File: config.mk
export PLATFORM = sky130hd
export DESIGN_NAME = dma_axi_rd_if
export DESIGN_NICKNAME = d
export VERILOG_FILES = /design/src/rtl/dma_utils_pkg.sv /design/src/rtl/dma_tag_fifo.sv /design/src/rtl/dma_axi_rd_if.sv
export SDC_FILE = /design/constraint.sdc
export NUM_CORES = 1
export LEC_CHECK = 0
export CELL_PAD_IN_SITES_DETAIL_PLACEMENT = 1
export CELL_PAD_IN_SITES_GLOBAL_PLACEMENT = 2
export CORE_MARGIN = 2
export CORE_UTILIZATION = 39
export CTS_BUF_LIST = sky130_fd_sc_hd__clkbuf_4 sky130_fd_sc_hd__clkbuf_8
export DETAILED_ROUTE_END_ITERATION = 10
export PLACE_DENSITY = 0.89
export RECOVER_POWER = 50
export SYNTH_ARGS = -nofsm -noshare
export SYNTH_HDL_FRONTEND = slang
export SYNTH_SLANG_ARGS = --single-unit
export TNS_END_PERCENT = 5
File: constraint.sdc
create_clock -name clk -period 5.2 [get_ports clk]
set_input_delay 1.04 -clock clk [delete_from_list [all_inputs] [get_ports clk]]
set_output_delay 1.04 -clock clk [all_outputs]
set_load 0.005 [all_outputs]
File: src/rtl/dma_utils_pkg.sv
// Shared DMA types: streamer request/response, read tag and AR state encoding.
package dma_utils_pkg;

  localparam int DMA_ADDR_WIDTH = 32;
  localparam int DMA_DATA_WIDTH = 32;
  localparam int DMA_STRB_WIDTH = DMA_DATA_WIDTH / 8;

  localparam logic [1:0] AXI_RESP_OKAY = 2'b00;

  typedef struct packed {
    logic                      valid;
    logic [DMA_ADDR_WIDTH-1:0] addr;
    logic [7:0]                alen;
    logic [2:0]                size;
    logic [1:0]                burst;
    logic [DMA_STRB_WIDTH-1:0] strb;
  } s_dma_axi_req_t;

  typedef struct packed {
    logic ready;
  } s_dma_axi_resp_t;

  typedef struct packed {
    logic [DMA_ADDR_WIDTH-1:0] addr;
    logic [7:0]                alen;
    logic [DMA_STRB_WIDTH-1:0] strb;
  } s_dma_rd_tag_t;

  typedef enum logic {
    AR_IDLE,
    AR_REQ
  } dma_ar_st_t;

endpackage

File: src/rtl/dma_tag_fifo.sv
// Synchronous FIFO holding one tag per accepted AR until its final R beat.
module dma_tag_fifo
  import dma_utils_pkg::*;
#(
  parameter int DEPTH = 4
) (
  input  logic          clk,
  input  logic          rst,
  input  logic          push,
  input  s_dma_rd_tag_t push_data,
  input  logic          pop,
  output s_dma_rd_tag_t head,
  output logic          full,
  output logic          empty
);

  localparam int AW = (DEPTH > 1) ? $clog2(DEPTH) : 1;
  localparam int CW = $clog2(DEPTH) + 1;
  localparam logic [CW-1:0] DEPTH_C  = CW'(DEPTH);
  localparam logic [AW-1:0] LAST_IDX = AW'(DEPTH - 1);

  s_dma_rd_tag_t mem [DEPTH];
  logic [AW-1:0] wr_ptr, rd_ptr;
  logic [CW-1:0] count;
  logic          do_push, do_pop;

  assign full    = (count == DEPTH_C);
  assign empty   = (count == '0);
  assign do_push = push && !full;
  assign do_pop  = pop && !empty;
  assign head    = mem[rd_ptr];

  always_ff @(posedge clk) begin
    if (do_push) mem[wr_ptr] <= push_data;
  end

  always_ff @(posedge clk or negedge rst) begin
    if (!rst) begin
      wr_ptr <= '0;
      rd_ptr <= '0;
      count  <= '0;
    end else begin
      if (do_push) wr_ptr <= (wr_ptr == LAST_IDX) ? '0 : wr_ptr + AW'(1);
      if (do_pop)  rd_ptr <= (rd_ptr == LAST_IDX) ? '0 : rd_ptr + AW'(1);
      case ({do_push, do_pop})
        2'b10:   count <= count + CW'(1);
        2'b01:   count <= count - CW'(1);
        default: count <= count;
      endcase
    end
  end

endmodule

File: src/rtl/dma_axi_rd_if.sv
// DMA read-side AXI master: issues ARs only when downstream FIFO space is reserved
// for the whole burst, forwards R beats with per-beat strobe, flags sticky errors.
//   state   | meaning
//   AR_IDLE | no AR on the bus; may accept a streamer request
//   AR_REQ  | ARVALID held with stable fields until ARREADY
module dma_axi_rd_if
  import dma_utils_pkg::*;
#(
  parameter int MAX_OUTSTANDING = 4,
  parameter int FIFO_SPACE_W    = 6
) (
  input  logic                      clk,
  input  logic                      rst,
  input  s_dma_axi_req_t            dma_axi_req_i,
  output s_dma_axi_resp_t           dma_axi_resp_o,
  input  logic                      dma_abort_i,
  input  logic                      err_clr_i,
  output logic                      ar_valid_o,
  input  logic                      ar_ready_i,
  output logic [DMA_ADDR_WIDTH-1:0] ar_addr_o,
  output logic [7:0]                ar_len_o,
  output logic [2:0]                ar_size_o,
  output logic [1:0]                ar_burst_o,
  input  logic                      r_valid_i,
  output logic                      r_ready_o,
  input  logic [DMA_DATA_WIDTH-1:0] r_data_i,
  input  logic [1:0]                r_resp_i,
  input  logic                      r_last_i,
  input  logic [FIFO_SPACE_W-1:0]   rd_fifo_space_i,
  output logic                      rd_valid_o,
  output logic [DMA_DATA_WIDTH-1:0] rd_data_o,
  output logic [DMA_STRB_WIDTH-1:0] rd_strb_o,
  output logic                      rd_err_o,
  output logic [DMA_ADDR_WIDTH-1:0] rd_err_addr_o,
  output logic                      idle_o
);

  localparam int OW = $clog2(MAX_OUTSTANDING) + 1;
  localparam int RW = FIFO_SPACE_W + 1;
  localparam int CW = (RW > 9) ? RW : 9;
  localparam logic [OW-1:0] MAX_OUT_C = OW'(MAX_OUTSTANDING);

  dma_ar_st_t                st_q;
  logic [DMA_STRB_WIDTH-1:0] ar_strb_q;
  logic [OW-1:0]             outstanding_q;
  logic [RW-1:0]             reserved_q, space_free;
  logic [8:0]                need;
  logic [7:0]                beat_q;
  logic                      abort_act_q, abort_mode;
  logic                      issue, ar_hs, beat_acc, stray, last_beat, pop, err_now;
  logic                      tag_full, tag_empty;
  s_dma_rd_tag_t             tag_in, tag_head;

  // Free space net of reservations; saturates so a shrinking FIFO never wraps.
  assign space_free = ({1'b0, rd_fifo_space_i} > reserved_q) ?
                      ({1'b0, rd_fifo_space_i} - reserved_q) : '0;
  assign need       = {1'b0, dma_axi_req_i.alen} + 9'd1;
  assign abort_mode = dma_abort_i || abort_act_q;
  assign issue      = (st_q == AR_IDLE) && dma_axi_req_i.valid && !abort_mode &&
                      (outstanding_q < MAX_OUT_C) && !tag_full &&
                      (CW'(space_free) >= CW'(need));

  assign ar_hs                = ar_valid_o && ar_ready_i;
  assign dma_axi_resp_o.ready = ar_hs;

  assign r_ready_o = !tag_empty || abort_mode;
  assign beat_acc  = r_valid_i && !tag_empty;
  assign stray     = r_valid_i && tag_empty;
  assign last_beat = (beat_q == tag_head.alen);
  // A missing RLAST on the expected final beat still retires the burst.
  assign pop       = beat_acc && (r_last_i || last_beat);
  assign err_now   = stray ||
                     (beat_acc && ((r_resp_i != AXI_RESP_OKAY) || (r_last_i != last_beat)));

  assign rd_valid_o = beat_acc && !abort_mode;
  assign rd_data_o  = r_data_i;
  assign rd_strb_o  = tag_head.strb;
  assign idle_o     = (st_q == AR_IDLE) && (outstanding_q == '0);

  assign tag_in = '{addr: ar_addr_o, alen: ar_len_o, strb: ar_strb_q};

  dma_tag_fifo #(.DEPTH(MAX_OUTSTANDING)) u_tag_fifo (
    .clk       (clk),
    .rst       (rst),
    .push      (ar_hs),
    .push_data (tag_in),
    .pop       (pop),
    .head      (tag_head),
    .full      (tag_full),
    .empty     (tag_empty)
  );

  always_ff @(posedge clk or negedge rst) begin
    if (!rst) begin
      st_q       <= AR_IDLE;
      ar_valid_o <= 1'b0;
      ar_addr_o  <= '0;
      ar_len_o   <= '0;
      ar_size_o  <= '0;
      ar_burst_o <= '0;
      ar_strb_q  <= '0;
    end else begin
      case (st_q)
        AR_IDLE: if (issue) begin
          st_q       <= AR_REQ;
          ar_valid_o <= 1'b1;
          ar_addr_o  <= dma_axi_req_i.addr;
          ar_len_o   <= dma_axi_req_i.alen;
          ar_size_o  <= dma_axi_req_i.size;
          ar_burst_o <= dma_axi_req_i.burst;
          ar_strb_q  <= dma_axi_req_i.strb;
        end
        AR_REQ: if (ar_ready_i) begin
          st_q       <= AR_IDLE;
          ar_valid_o <= 1'b0;
        end
      endcase
    end
  end

  always_ff @(posedge clk or negedge rst) begin
    if (!rst) begin
      outstanding_q <= '0;
      reserved_q    <= '0;
      beat_q        <= '0;
      abort_act_q   <= 1'b0;
      rd_err_o      <= 1'b0;
      rd_err_addr_o <= '0;
    end else begin
      if (ar_hs && !pop)      outstanding_q <= outstanding_q + OW'(1);
      else if (pop && !ar_hs) outstanding_q <= outstanding_q - OW'(1);

      if (issue && beat_acc) reserved_q <= reserved_q + RW'(need) - RW'(1);
      else if (issue)        reserved_q <= reserved_q + RW'(need);
      else if (beat_acc && reserved_q != '0) reserved_q <= reserved_q - RW'(1);

      if (pop)           beat_q <= '0;
      else if (beat_acc) beat_q <= beat_q + 8'd1;

      if (idle_o)           abort_act_q <= 1'b0;
      else if (dma_abort_i) abort_act_q <= 1'b1;

      // A new error outranks a same-cycle clear and re-arms address capture.
      if (err_now) begin
        rd_err_o <= 1'b1;
        if (!rd_err_o || err_clr_i) rd_err_addr_o <= tag_empty ? '0 : tag_head.addr;
      end else if (err_clr_i) begin
        rd_err_o <= 1'b0;
      end
    end
  end

endmodule

; After elaboration in Yosys (flattened, before gate mapping)
; Memory sizes are Yosys's and may differ from the RTL's.
; Index checks and enable logic that the tools add are counted.
; W data, S select, Z words.
[word_totals]
reg_bits = 110
mem_bits_rw = 176
inputBits = 97
out_inout_bits = 119
word_cells = 109
memories = 1
[memory_table]
columns = name, depth, word_bits, rd, rd_clocked_by_memory_dff, write_ports, line
row1 = u_tag_fifo.mem, 4, 44, 1, 0, 1, dma_tag_fifo.sv:22  ; s_dma_rd_tag_t mem [DEPTH];
[op_classes]
addsub = 12
n_lt_le_gt_ge = 3
n_eq_ne = 9
mux = 24
bitwise = 1
reduce_logical = 43
[op_table]
columns = operator, count
row1 = $mux W32, 1
row2 = $mux W7, 4
row3 = $logic_and A1 B1 Y1, 18
row4 = $mux W8, 2
row5 = $sub A7 B1 Y7 const B, 2
row6 = $reduce_bool A2 Y1, 6
row7 = $mux W1, 10
row8 = $add A8 B1 Y9 const B, 1
row9 = $ge A7 B9 Y1, 1
row10 = $add A8 B1 Y8 const B, 1
row11 = $eq A8 B8 Y1, 1
row12 = $add A7 B7 Y7, 1
row13 = $gt A6 B7 Y1, 1
row14 = $reduce_bool A7 Y1, 1
row15 = $sub A6 B7 Y7, 1
row16 = $add A3 B1 Y3 const B, 2
row17 = $eq A2 B2 Y1 const B, 3
row18 = $logic_not A1 Y1, 6
row19 = $logic_not A3 Y1, 2
row20 = $logic_or A1 B1 Y1, 6
row21 = $mux W3, 2
row22 = $pmux W3 S2, 1
row23 = $reduce_and A2 Y1, 3
row24 = $sub A3 B1 Y3 const B, 2
row25 = other kinds (10), 14

; Logic depth before layout (Yosys ltp)
[logic_depth]
depth_word = 8
mapped_depth = 19

; Cells and area by module
; A second synthesis with hierarchy kept.
[hier_totals]
cells_unflattened = 799
area_unflattened_um2 = 12433.2
[by_module_without_submodules]
columns = module, instances, cells_each, area_each_um2, seq_area_each_um2
row1 = dma_tag_fifo, 1, 270, 6861.6, 5460.2
row2 = dma_axi_rd_if, 1, 529, 5571.6, 2577.5

; Worst setup path before layout
; OpenSTA, ideal clock, no wires.
[synth_timing]
kind = input -> register
from = input port rd_fifo_space_i[1]
to = register ar_addr_o[19]
setup_time_ns = 0.125
t_arrival_ns = 4.339
path_slack_ns = 0.736
path_stages = 18
path_cell_list = ha_1 -> nor2b_1 -> o21ai_0 -> a21boi_0 -> o21ai_0 -> a21boi_0 -> o221ai_1 -> or2_2 -> ha_1 -> nand2b_1 -> a21oi_1 -> nor2b_1 -> o21ai_0 -> a21oi_1 -> o311ai_2 -> buf_6 -> buf_6 -> mux2_4
[synth_via]
elab_chain_cells = 5
[synth_lines]
columns = item, line
row1 = "start, declared", dma_axi_rd_if.sv:29  ; input logic [FIFO_SPACE_W-1:0] rd_fifo_space_i,
row2 = $sub A6 B7 Y7 / $gt A6 B7 Y1 (equally long branches), "dma_axi_rd_if.sv:56, dma_axi_rd_if.sv:55"
row3 = $mux W7 *, dma_axi_rd_if.sv:55  ; assign space_free = ({1'b0, rd_fifo_space_i} > reserved_q) ?
row4 = $ge A7 B9 Y1 *, dma_axi_rd_if.sv:61  ; (CW'(space_free) >= CW'(need));
row5 = $logic_and A1 B1 Y1 *, dma_axi_rd_if.sv:60  ; (outstanding_q < MAX_OUT_C) && !tag_full &&
row6 = $reduce_and A2 Y1 (no line) *, n/a
row7 = "end signal, assigned", dma_axi_rd_if.sv:107  ; ar_addr_o <= dma_axi_req_i.addr;
row8 = "end, declared", dma_axi_rd_if.sv:20  ; output logic [DMA_ADDR_WIDTH-1:0] ar_addr_o,
; Every way passes the cells marked *; elsewhere a longest branch is shown, timed or not.
; A chain may end at the register's enable or synchronous reset.

; Final worst setup path
[layout_timing]
from = input port rd_fifo_space_i[1]
to = register ar_addr_o[15]
; Same word-level chain as after synthesis.

==> results by group <==
Run status
  – Run status: finished, violations left
  – Failing checks: max-capacitance violations, max-slew violations

Power
  – Internal: 5.16 mW
  – Clock share of power: 27.2%
  – Power per cell area: 497 mW/mm^2
  – Peak supply drop: 219 uV
  – Sequential fraction of design power: 43.7%
  – Switching power: 2.29 mW
  – Switching share of total power: 30.7%
  – Combinational Power Share: 29.1%
  – Leak: 6.05 nW

STA
  – Worst-Margin Slew: 2040 ps
  – Max-slew headroom: -36.2%
  – RSZ-0062 raised after global routing: false
  – Final Hold Viols: 0
  – Final Skew: 39.6 ps
  – Slew Viols, Final: 113
  – Final min period: 4640 ps
  – Final WS setup: 565 ps
  – # setup viols final: 0
  – Final worst-path cycle share: 89.1%
  – Fmax: 0.216 GHz

Yosys
  – FFs w/ async S/R, synth: 38.5%
  – Seq cells post-synth: 286
  – Synthesized cell area: 0.0122 mm^2
  – Sequential-to-total area share from yosys stat: 65.7%
  – Synth Instances: 797
  – Post-synth EDFFs: 176
  – Ys Warns: 0
  – Net count after synthesis: 930
  – Post-synth top flop: edfxtp_1
  – Mapped Avg Cell Area: 15.4 um^2
  – Synth unique cells: 49

Global route
  – Largest net degree at the start of global routing: 75
  – Grt ovf: 0
  – First-pass GRT wire length: 42.3 mm
  – GRT Resource Usage Total: 16.2%
  – Vias in the first global route: 7,712
  – Initial antenna violation count: 0

Floorplanning
  – Die Ht: 181 um
  – Core area: 0.0307 mm^2
  – Initial Util: 39.8%
  – Die width: 181 um
  – DIE AREA: 0.0328 mm^2
  – I/O pins: 216
  – Row count: 64

Place
  – Post-Place Worst Slack: -30.6 ps
  – Final GP Congestion: 0.788
  – Port buffer count: 151
  – Post-DP HPWL: 17.5 mm
  – Placed cell area: 0.0140 mm^2
  – Placed Cells incl. Taps: 1,298

Clock network
  – Post-CTS Hold Fix Bufs: 0
  – CTS tree: yes
  – CTS clk-pin slew, worst paths: 60 ps
  – Post-CTS Resized: 0
  – Clock Path Buffers: 3
  – Skew-Pair Late Insertion Delay: 580 ps
  – Post-CTS Setup Repair Bufs: 0
  – Clock sink count: 286
  – CTS H-tree depth: 2
  – Root Driver: clkbuf_8
  – CTS Buf Count: 49

Setup path
  – Critical path start-end classification: in2reg
  – CP Launch Type: primary input
  – CP arrival: 5060 ps
  – WP data required: 5630 ps
  – R2R depth: 18
  – Crit Path Max Fanout: 15
  – CP endpoint kind: register

Layout
  – Fin nets: 1,086
  – Most frequent cells in the layout: edfxtp_1, clkdlybuf4s50_1, dfrtp_1
  – N_diodes: 0
  – Post-route cell area: 0.0150 mm^2
  – Layout cells sized above 1: 20.3%
  – Area Growth Syn to Fin: 22.6%
  – Layout Cells excl Fill: 1,390
  – Most common cell after layout, fill and taps aside: edfxtp_1

Routing
  – Antenna viol nets, final: 0
  – Avg WL per Cell: 18.8 um
  – DRT Wirelength: 26.1 mm
  – Detailed-route via count: 7,020
  – Drt drc: 0
  – DRT iter0 DRCs: 324
  – Drt pass-1 iters: 4
  – Avg Vias per Cell: 5.05

Flow run
  – # Max-Cap Violations: 2

Hold path
  – Hold Path Cell Cnt: 2
  – Hold crit path type: reg2reg
power groups by stage:
stage | clock network [mW] | registers (mW) | logic, mW
finish | 2.03 | 3.26 | 2.17
global route | 2.20 | 3.33 | 2.41
CTS | 2.09 | 3.27 | 2.24
detailed placement | 0 | 3.31 | 2.23
global placement | 0 | 3.28 | 2.17
floorplan | 0 | 3.15 | 1.46
synthesized netlist by cell type, types with 3 or more instances:
master	n	area (um^2)
o21ai_0	47	235
a21oi_1	3	15.0
edfxtp_1	176	5290
nand3_1	14	70.1
ha_1	32	400
mux2_4	11	165
mux2i_1	7	70.1
buf_6	3	33.8
nor3_1	11	55.1
xor2_1	18	158
nor2b_1	7	43.8
and3_1	4	25.0
nor2_1	25	93.8
and2_1	6	37.5
o21a_1	3	22.5
nand2_1	88	330
xnor2_1	19	166
mux2_2	40	450
fa_1	4	80.1
nor4_1	5	31.3
mux4_2	44	991
buf_4	32	240
clkbuf_1	11	41.3
dfrtp_1	110	2750
nand2b_1	4	25.0
inv_1	32	120
buf_2	12	60.1
state kept, by name, indices dropped and copies added, names as in the netlist, 3 cells and up:
signal / flops
ar_size_o: 3
u_tag_fifo.mem: 176
rd_err_addr_o: 32
reserved_q: 7
ar_len_o: 8
u_tag_fifo.count: 3
ar_strb_q: 4
ar_addr_o: 32
outstanding_q: 3
beat_q: 8
layer usage:
metal | vias to the layer above | GRT usage (%) | part of all wire, %
met5 | - | 0 | 0
met4 | 0 | 4.23 | 1.8
met3 | 46 | 3.41 | 4.7
met2 | 191 | 27.6 | 50
met1 | 3567 | 21.3 | 44
li1 | 3216 | - | -
kinds of logic (layout without fill, tap and decap cells):
family | Yosys count | count (layout) | synth area share, %
fa+ha+maj | 36 | 36 | 3.93
buf+inv | 91 | 288 | 4.08
flops | 286 | 286 | 65.7
simple gates | 175 | 175 | 6.45
compound gates | 70 | 70 | 3.51
mux | 102 | 102 | 13.7
xor+xnor | 37 | 37 | 2.65
through the flow:
stage / total power, mW / util, % / TNS (ps) / hold WS, ps
2_1_floorplan: 4.61 / - / 0 / 464
3_3_place_gp: 5.45 / 45.5 / 0 / 461
3_5_place_dp: 5.54 / 45.5 / -214 / 469
4_1_cts: 7.60 / 48.8 / 0 / 485
5_1_grt: 7.94 / 48.8 / 0 / 518
6_report: 7.45 / 48.8 / 0 / 473
critical path, cell delays in order:
cell             delay, ps
clkdlybuf4s50_1        430
ha_1                   300
nor2b_1                130
o21ai_0                100
a21boi_0               260
o21ai_0                130
a21boi_0               300
o221ai_1               170
or2_2                  300
ha_1                   260
nand2b_1               140
a21oi_1                140
nor2b_1                 50
o21ai_0                160
a21oi_1                130
o311ai_4               310
buf_4                  330
mux2_2                 370
path summary, 6_finish.rpt:
| kind | start | to | slack, ps |
|---|---|---|---|
| setup / recovery | rd_fifo_space_i[1] | ar_addr_o[15]$_DFFE_PN0P_ | 560 |
| hold / removal | rd_err_addr_o[27]$_DFFE_PN0P_ | rd_err_addr_o[27]$_DFFE_PN0P_ | 470 |
| setup reg to reg | reserved_q[1]$_DFFE_PN0P_ | ar_addr_o[15]$_DFFE_PN0P_ | 760 |
| hold reg to reg | rd_err_addr_o[27]$_DFFE_PN0P_ | rd_err_addr_o[27]$_DFFE_PN0P_ | 470 |
| max in group asynchronous | rst | ar_addr_o[4]$_DFFE_PN0P_ | 1430 |
| min in group asynchronous | rst | rd_err_addr_o[16]$_DFFE_PN0P_ | 1030 |
final cells by class:
| cell class | instances | area, um^2 |
|---|---|---|
| sequential | 286 | 8040 |
| inverter | 32 | 120 |
| clock inverter | 26 | 160 |
| fill | 3013 | 15700 |
| multi-input combinational | 420 | 3720 |
| clock buffer | 66 | 852 |
| timing repair buffer | 164 | 1610 |
| tap | 396 | 495 |
(Power assumes the default switching activity.)
